===== src/rtl/alu_stage_pkg.sv =====
// alu_stage_pkg: shared entry type and constants for the ALU flag stage.
//   alu_entry_t - one buffered ALU result (sum, carry, ovf, rd, writeback enable)
//   REG_ZERO    - architectural zero register; writes to it are suppressed
//   entry_wen   - writeback enable for an accepted result
package alu_stage_pkg;
  localparam int SUM_W = 32;
  localparam logic [4:0] REG_ZERO = 5'd0;
  typedef struct packed {
    logic [SUM_W-1:0] sum;
    logic             carry;
    logic             ovf;
    logic [4:0]       rd;
    logic             wen;
  } alu_entry_t;
  function automatic logic entry_wen(input logic trap, input logic [4:0] rd);
    return ~trap & (rd != REG_ZERO);
  endfunction
endpackage


===== src/rtl/alu_skid_buf.sv =====
// alu_skid_buf: 2-entry in-order buffer, head entry presented on the output.
//   push_i/pop_i/flush_i - write, head-consume and drop-all controls (flush wins)
//   data_i/data_o        - entry in / head entry out; valid_o marks the head valid
//   count_d_o            - occupancy after this edge, used by the parent for a registered ready
module alu_skid_buf import alu_stage_pkg::*; #(
  parameter type T = alu_entry_t
) (
  input  logic       clk,
  input  logic       rst_n,
  input  logic       push_i,
  input  logic       pop_i,
  input  logic       flush_i,
  input  T           data_i,
  output T           data_o,
  output logic       valid_o,
  output logic [1:0] count_d_o
);
  T     e0_q, e0_d, e1_q, e1_d, s0;
  logic v0_q, v0_d, v1_q, v1_d, sv0, sv1;
  // Pop shifts entry 1 into the head first; the push then lands in the first free slot.
  always_comb begin
    s0        = pop_i ? e1_q : e0_q;
    sv0       = pop_i ? v1_q : v0_q;
    sv1       = pop_i ? 1'b0 : v1_q;
    e0_d      = (push_i & ~sv0) ? data_i : s0;
    e1_d      = (push_i & sv0) ? data_i : e1_q;
    v0_d      = ~flush_i & (sv0 | push_i);
    v1_d      = ~flush_i & (sv1 | (push_i & sv0));
    count_d_o = {1'b0, v0_d} + {1'b0, v1_d};
  end
  always_ff @(posedge clk or negedge rst_n) begin
    if (!rst_n) begin
      e0_q <= '0;
      e1_q <= '0;
      v0_q <= 1'b0;
      v1_q <= 1'b0;
    end else begin
      e0_q <= e0_d;
      e1_q <= e1_d;
      v0_q <= v0_d;
      v1_q <= v1_d;
    end
  end
  assign data_o  = e0_q;
  assign valid_o = v0_q;
endmodule


===== src/rtl/alu_flag_stage.sv =====
// alu_flag_stage: EX->MEM register stage after the ALU adder with overflow trap and counter.
//   in_*        - upstream result + valid/ready (in_ready registered)
//   out_*       - head entry + valid/ready; out_wen is 0 for trapped results or rd==0
//   flush       - drops buffered entries; trap/EPC/counter state kept
//   exc_*       - pending overflow exception, its EPC, and the clearing ack
//   ovf_count   - saturating count of accepted results with in_ovf set
// N must equal alu_stage_pkg::SUM_W.
module alu_flag_stage import alu_stage_pkg::*; #(
  parameter int N     = 32,
  parameter int CNT_W = 16
) (
  input  logic             clk,
  input  logic             rst_n,
  input  logic             in_valid,
  output logic             in_ready,
  input  logic [N-1:0]     in_sum,
  input  logic             in_carry,
  input  logic             in_ovf,
  input  logic             in_trap_en,
  input  logic [4:0]       in_rd,
  input  logic [31:0]      in_pc,
  output logic             out_valid,
  input  logic             out_ready,
  output logic [N-1:0]     out_sum,
  output logic             out_carry,
  output logic             out_ovf,
  output logic [4:0]       out_rd,
  output logic             out_wen,
  input  logic             flush,
  output logic             exc_pending,
  output logic [31:0]      exc_epc,
  input  logic             exc_ack,
  output logic [CNT_W-1:0] ovf_count
);
  localparam logic [CNT_W-1:0] CNT_MAX = '1;
  alu_entry_t       entry, head;
  logic             push, pop, trap, in_ready_q, in_ready_d, exc_q, exc_d;
  logic [31:0]      epc_q, epc_d;
  logic [CNT_W-1:0] cnt_q, cnt_d;
  logic [1:0]       count_next;
  // An accept in a flush cycle is discarded entirely: not stored, not counted, no trap.
  always_comb begin
    push       = in_valid & in_ready_q & ~flush;
    pop        = out_valid & out_ready;
    trap       = push & in_trap_en & in_ovf;
    entry      = '{sum: in_sum, carry: in_carry, ovf: in_ovf, rd: in_rd,
                   wen: entry_wen(in_trap_en & in_ovf, in_rd)};
    exc_d      = trap | (exc_q & ~exc_ack);
    epc_d      = trap ? in_pc : epc_q;
    cnt_d      = (push & in_ovf & (cnt_q != CNT_MAX)) ? cnt_q + CNT_W'(1) : cnt_q;
    in_ready_d = (count_next < 2'd2) & ~exc_d;
  end
  alu_skid_buf #(.T(alu_entry_t)) u_buf (
    .clk       (clk),
    .rst_n     (rst_n),
    .push_i    (push),
    .pop_i     (pop),
    .flush_i   (flush),
    .data_i    (entry),
    .data_o    (head),
    .valid_o   (out_valid),
    .count_d_o (count_next)
  );
  always_ff @(posedge clk or negedge rst_n) begin
    if (!rst_n) begin
      in_ready_q <= 1'b1;
      exc_q      <= 1'b0;
      epc_q      <= '0;
      cnt_q      <= '0;
    end else begin
      in_ready_q <= in_ready_d;
      exc_q      <= exc_d;
      epc_q      <= epc_d;
      cnt_q      <= cnt_d;
    end
  end
  assign in_ready    = in_ready_q;
  assign out_sum     = head.sum;
  assign out_carry   = head.carry;
  assign out_ovf     = head.ovf;
  assign out_rd      = head.rd;
  assign out_wen     = head.wen;
  assign exc_pending = exc_q;
  assign exc_epc     = epc_q;
  assign ovf_count   = cnt_q;
endmodule


===== config.mk =====
export PLATFORM = sky130hd
export DESIGN_NAME = alu_flag_stage
export DESIGN_NICKNAME = d
export VERILOG_FILES = /design/src/rtl/alu_stage_pkg.sv /design/src/rtl/alu_skid_buf.sv /design/src/rtl/alu_flag_stage.sv
export SDC_FILE = /design/constraint.sdc
export NUM_CORES = 1
export LEC_CHECK = 0
export CAP_MARGIN = 20
export CORE_ASPECT_RATIO = 0.7
export CORE_MARGIN = 4
export CORE_UTILIZATION = 41
export CTS_CLUSTER_SIZE = 14
export DETAILED_ROUTE_END_ITERATION = 8
export DONT_BUFFER_PORTS = 1
export GPL_ROUTABILITY_DRIVEN = 1
export PLACE_DENSITY_LB_ADDON = 0.1
export SKIP_CTS_REPAIR_TIMING = 1
export SLEW_MARGIN = 25
export SYNTH_ARGS = -nofsm -noshare
export SYNTH_HDL_FRONTEND = slang
export SYNTH_SLANG_ARGS = --single-unit

===== constraint.sdc =====
create_clock -name clk -period 1.6 [get_ports clk]
set_input_delay 0.08 -clock clk [delete_from_list [all_inputs] [get_ports clk]]
set_output_delay 0.08 -clock clk [all_outputs]
set_load 0.05 [all_outputs]

==> results.cfg, run 1 <==
[detailed_routing]
wl_per_cell_um = 19.0
wl_um = 14000
dr.pass1.iters = 5
ant_nets = 0
vias = 3823
drc = 0
initialDrtViolationCount = 147
vias_per_cell = 5.19

[pwr]
p_leak_nw = 3.65
p_seq_frac = 0.508
vdd_ir_drop_max_mv = 0.817
power_frac_comb = 0.178
p_int_mw = 7.44
clkPwrFrac = 0.315
p_sw_mw = 4.56
switching_share = 0.380
pwr_density_cell_nw_per_um2 = 1540

[sta]
fin_ws_ns = -0.0170
rsz0062_at_grt = true
relSlewSlack = 0.646
setup_tns_ns = -0.0882
worst_pin_slew_ns = 0.532
report.final.slew_viol_count = 0
max_freq_ghz = 0.618
period_needed_ns = 1.62
hold_violations = 141
post-route-period-util = 1.01
setup_viol = 12
fin_worst_skew_ns = 0.0117
hold_ws_ns = -0.637

[worst_setup_path]
cpPeakStageDelay_ns = 0.54
crit_path_end_kind = flip-flop
path_cells = nand3b_1 -> or3_4 -> nor3_4 -> xor2_1
crit_required_ns = 1.92
crit_path_start_kind = flip-flop
path_class = reg -> reg
crit_path_max_fanout = 4
crit_arrival_ns = 1.94
worst_path_max_delay_cell = dfstp_2

[yosys]
syn_inst = 425
synth_area_leaders = dfrtp_1 (60%), mux2_2 (15%), mux2i_1 (7.2%)
yosys.area.top_type = dfrtp_1
synth_cell_type_count = 30
ys.flop_type = dfrtp_1
synth_edf_count = 0
synthMuxAreaShare = 0.220
synth-compound-area-share = 0.0427
ys_seq_area_frac = 0.606
synth-xor-area-share = 0.0241
syn_area_per_cell_um2 = 12.8
synth-simple-area-share = 0.0825
yosysMostFrequentCell = dfrtp_1
synth_area_um2 = 5460
synth_top_family_by_area = multiplexers
async_reset_ff_frac = 1.00
yosysWarnings = 0
ys_ff_latch = 132
yosys-top-cells-count = dfrtp_1 (131), mux2_2 (72), nand2_1 (50)
synth_fa_ha_area_frac = 0.00413
synth_top_cell_area_share = 0.601
syn_nets = 504

[die]
die_area_um2 = 15200
fp.dieW_um = 146
start_util = 0.429
row_count = 34
core_um2 = 12700
io_pins = 169
die_height_um = 105

[clocking]
path_clk_slew_ns = 0.06
cts_tree = done
cts_sinks = 132
cts_max_level = 4
numCtsBuffers = 17
cts-root-buf = clkbuf_16
clk_latency_ns = 0.41
clk_path_buf_depth = 2

[place]
place_congestion = 0.791
dpl.cell_count = 614
dp.final_hpwl_um = 8580
placed_area_um2 = 6150
io_buffers = 0

[final_layout]
syn_to_final_growth_pct = 42.9
nNetsFinal = 640
stdcell_count = 736
antenna_cells = 0
final_layout_size_suffix_gt1_frac = 0.382
design_area_um2 = 7800

[outcome]
outcome = complete, but fails checks
violations = negative hold slack, negative setup slack

[worst_hold_path]
hold_class = in -> async

[job]
cap_violations = 0

[global_routing]
grt_pass1_vias = 3586
grt_max_degree = 133
grt_pass1_wl_um = 19600
grt-ovfl-total = 0
antenna_found_initial = 0
grtUsageTotal = 0.163
## power by group through the flow
stage          sequential [mW]  clock [mW]  combinational [mW]
6_report                  6.09        3.77                2.13
5_1_grt                   6.19        4.02                2.32
4_1_cts                   6.08        3.87                1.78
3_5_place_dp              6.14           0                1.78
3_3_place_gp              6.11           0                1.72
2_1_floorplan             6.42           0               0.922
## stage by stage
step           setup slack [ns]  hold WS (ns)  utilization  total power [mW]
3_5_place_dp           -0.00809        -0.211        0.483              7.92
6_report                -0.0170        -0.637        0.613              12.0
2_1_floorplan           -0.0977        -0.216            -              7.34
5_1_grt                  -0.107        -0.663        0.613              12.5
4_1_cts                 -0.0123        -0.656        0.529              11.7
3_3_place_gp            -0.0129        -0.211        0.483              7.84
## kinds of logic after synthesis
| family | count (synthesis) |
|---|---|
| fa+ha+maj | 2 |
| compound gates | 46 |
| xor+xnor | 15 |
| simple gates | 93 |
| flops | 132 |
| mux | 111 |
| buf+inv | 26 |
## worst paths after layout
path | startpoint | endpoint | slack, ns | cells past startpoint
hold / removal | rst_n | u_buf.e1_q[16] | -0.64 | 0
hold reg to reg | ovf_count[10] | ovf_count[10] | 0.51 | 1
max in group asynchronous | rst_n | in_ready | 2.02 | 0
setup / recovery | in_ready | ovf_count[9] | -0.02 | 4
min in group clk | flush | u_buf.valid_o | -0.27 | 1
setup reg to reg | in_ready | ovf_count[9] | -0.02 | 4
## worst max-delay path: cells and delay by family (launching register included)
kind,cells,cell delay (ns)
XOR/XNOR,1,0.18
flip-flops,1,0.54
AND/OR/NAND/NOR,3,0.82
## cell type report
class	instances	area [µm²]
Fill cell	973	4920
Sequential cell	132	3330
Multi-Input combinational cell	267	2230
Timing Repair Buffer	140	1450
Clock buffer	18	439
Tap cell	162	203
Clock inverter	14	141
Inverter	3	11.3
## registers in the layout, summed over array words and instances, names as in the netlist
signal	flops
u_buf.data_o	40
u_buf.e1_q	40
exc_epc	32
ovf_count	16
exc_pending	1
in_ready	1
u_buf.v1_q	1
u_buf.valid_o	1
## layout by cell type, fill, tap and decap left out, types with 10 or more instances in the layout
cell	count
clkbuf_16	21
nand2_1	43
dfrtp_2	17
mux2i_1	39
o21ai_0	17
nand4_1	10
o21ai_1	22
mux2_2	70
dlygate4sd3_1	73
buf_4	46
xor2_1	10
dfrtp_1	114
## layer usage
layer	track usage	vias up	wire length [µm]
li1	-	1778	-
met1	0.209	1918	6220
met2	0.240	117	6550
met3	0.0806	10	1100
met5	0	-	0
met4	0.0556	0	127
Power figures use the tool's default switching activity.
==> inputs of run 2 (changes only) <==
--- a/config.mk
+++ b/config.mk
@@ -13,7 +13,7 @@
 export DETAILED_ROUTE_END_ITERATION = 8
 export DONT_BUFFER_PORTS = 1
 export GPL_ROUTABILITY_DRIVEN = 1
-export PLACE_DENSITY_LB_ADDON = 0.1
+export PLACE_DENSITY = 0.67
 export SKIP_CTS_REPAIR_TIMING = 1
 export SLEW_MARGIN = 25
 export SYNTH_ARGS = -nofsm -noshare
==> run 2 against run 1 <==
Against the previous run:
- the flow still finishes with violations (negative hold slack, negative setup slack)
- critical path type unchanged
- sequential cell count unchanged
- clock-buffer cell count grew 1
- via count up 0.55%
- global-route usage grew 0.31 points
==> results.cfg, run 2 (synthesized netlist as in run 1, its figures left out) <==
[outcome]
outcome = complete, but fails checks
violations = negative hold slack, negative setup slack

[pwr]
p_leak_nw = 3.66
p_seq_frac = 0.480
p_total_mw = 12.1
clkPwrFrac = 0.320
switching_share = 0.372
p_sw_mw = 4.51
pwr_density_cell_nw_per_um2 = 1550
vdd_ir_drop_max_mv = 0.849
p_int_mw = 7.61
power_frac_comb = 0.200

[worst_setup_path]
crit_required_ns = 1.91
crit_path_max_fanout = 8
critPathLaunch = in_ready
cpPeakStageDelay_ns = 0.54
path_cells = nand3b_1 -> buf_4 -> a21oi_4 -> buf_12 -> clkbuf_16 -> nand2_1 -> o21ai_1
crit_path_start_kind = flip-flop
cp-endpoint = u_buf.data_o[33]
crit_arrival_ns = 1.98
path_class = reg -> reg
worst_r2r_endpoint = u_buf.data_o[33]
crit_path_end_kind = flip-flop
r2r_slack_ns = -0.06
reg2reg_depth = 7
reg2reg_from = in_ready
worst_path_max_delay_cell = dfstp_2

[sta]
relSlewSlack = 0.659
post-route-period-util = 1.04
fin_ws_ns = -0.0613
max_freq_ghz = 0.602
report.final.slew_viol_count = 0
rsz0062_at_grt = true
hold_ws_ns = -0.626
hold_violations = 141
worst_pin_slew_ns = 0.511
period_needed_ns = 1.66
fin_worst_skew_ns = 0.00908
setup_viol = 60

[final_layout]
final_cell_mix = dfrtp_1 (114), mux2_2 (71), dlygate4sd3_1 (71), buf_4 (52), nand2_1 (45)
nNetsFinal = 644
syn_to_final_growth_pct = 43.3
fin_util = 0.615
multi_input_area_um2 = 2200
final_layout_size_suffix_gt1_frac = 0.379
num-fill-cells = 975
antenna_cells = 0
design_area_um2 = 7820
layout.cells.most_common = dfrtp_1
regArea_um2 = 3330

[die]
die_area_um2 = 15200
core_um2 = 12700
row_count = 34
die_height_um = 105
fp.dieW_um = 146
io_pins = 169
start_util = 0.429

[detailed_routing]
wl_um = 14200
initialDrtViolationCount = 151
drc = 0
ant_nets = 0
vias_per_cell = 5.19
dr.pass1.iters = 4
wl_per_cell_um = 19.2
vias = 3844

[global_routing]
antenna_found_initial = 0
grt-ovfl-total = 0
grt_pass1_wl_um = 20100
grt_max_degree = 133
grtUsageTotal = 0.166
grt_pass1_vias = 3669

[worst_hold_path]
hold_class = in -> async

[clocking]
cts_tree = done
cts_sinks = 132
cts-root-buf = clkbuf_16
path_clk_slew_ns = 0.06
clk_path_buf_depth = 2
numCtsBuffers = 17
clk_latency_ns = 0.40
cts_max_level = 4

[place]
dp.final_hpwl_um = 8510
place_ws_ns = -0.00546
io_buffers = 0
place_congestion = 0.800
placed_area_um2 = 6200

[job]
cap_violations = 0
-- run 2: metrics by stage --
step,cells,TNS [ns]
6_report,740,-1.23
5_1_grt,740,-6.44
4_1_cts,657,-0.0440
3_5_place_dp,625,-0.00621
3_3_place_gp,625,0
2_1_floorplan,425,-6.61
-- run 2: metal layers --
| metal | track usage | vias to the layer above | share of wire |
|---|---|---|---|
| met3 | 0.0684 | 10 | 0.064 |
| li1 | - | 1785 | - |
| met4 | 0.0569 | 0 | 0.010 |
| met2 | 0.267 | 113 | 0.50 |
| met5 | 0 | - | 0 |
| met1 | 0.203 | 1936 | 0.42 |
-- run 2: worst max-delay path, delay by kind of cell (launching register included) --
family                 cells  cell delay (ns)
AO/OA/AOI/OAI              2             0.25
AND/OR/NAND/NOR            2             0.22
buffers and inverters      3             0.55
flip-flops                 1             0.54
-- run 2: final cells by class --
| cell class | count | share of cell area |
|---|---|---|
| timing repair buffer | 144 | 0.190 |
| clock inverter | 13 | 0.0194 |
| inverter | 3 | 0.00144 |
| multi-input combinational | 267 | 0.281 |
| clock buffer | 19 | 0.0566 |
| sequential | 132 | 0.425 |
| tap | 162 | 0.0259 |
-- run 2: power groups by stage --
stage	Clock (mW)	Combinational (mW)	Sequential (mW)
6_report	3.87	2.43	5.82
5_1_grt	4.14	2.61	5.90
4_1_cts	3.95	2.16	5.81
3_5_place_dp	0	2.17	5.87
3_3_place_gp	0	2.08	5.82
2_1_floorplan	0	0.922	6.42
-- run 2: worst min-delay path by stage --
stage / from / endpoint / cells past startpoint
global route: rst_n / u_buf.data_o[29] / 0
detailed placement: rst_n / u_buf.e1_q[30] / 0
finish: rst_n / u_buf.data_o[25] / 0
floorplan: rst_n / exc_epc[0] / 0
CTS: rst_n / u_buf.e1_q[30] / 0
global placement: rst_n / u_buf.e1_q[30] / 0
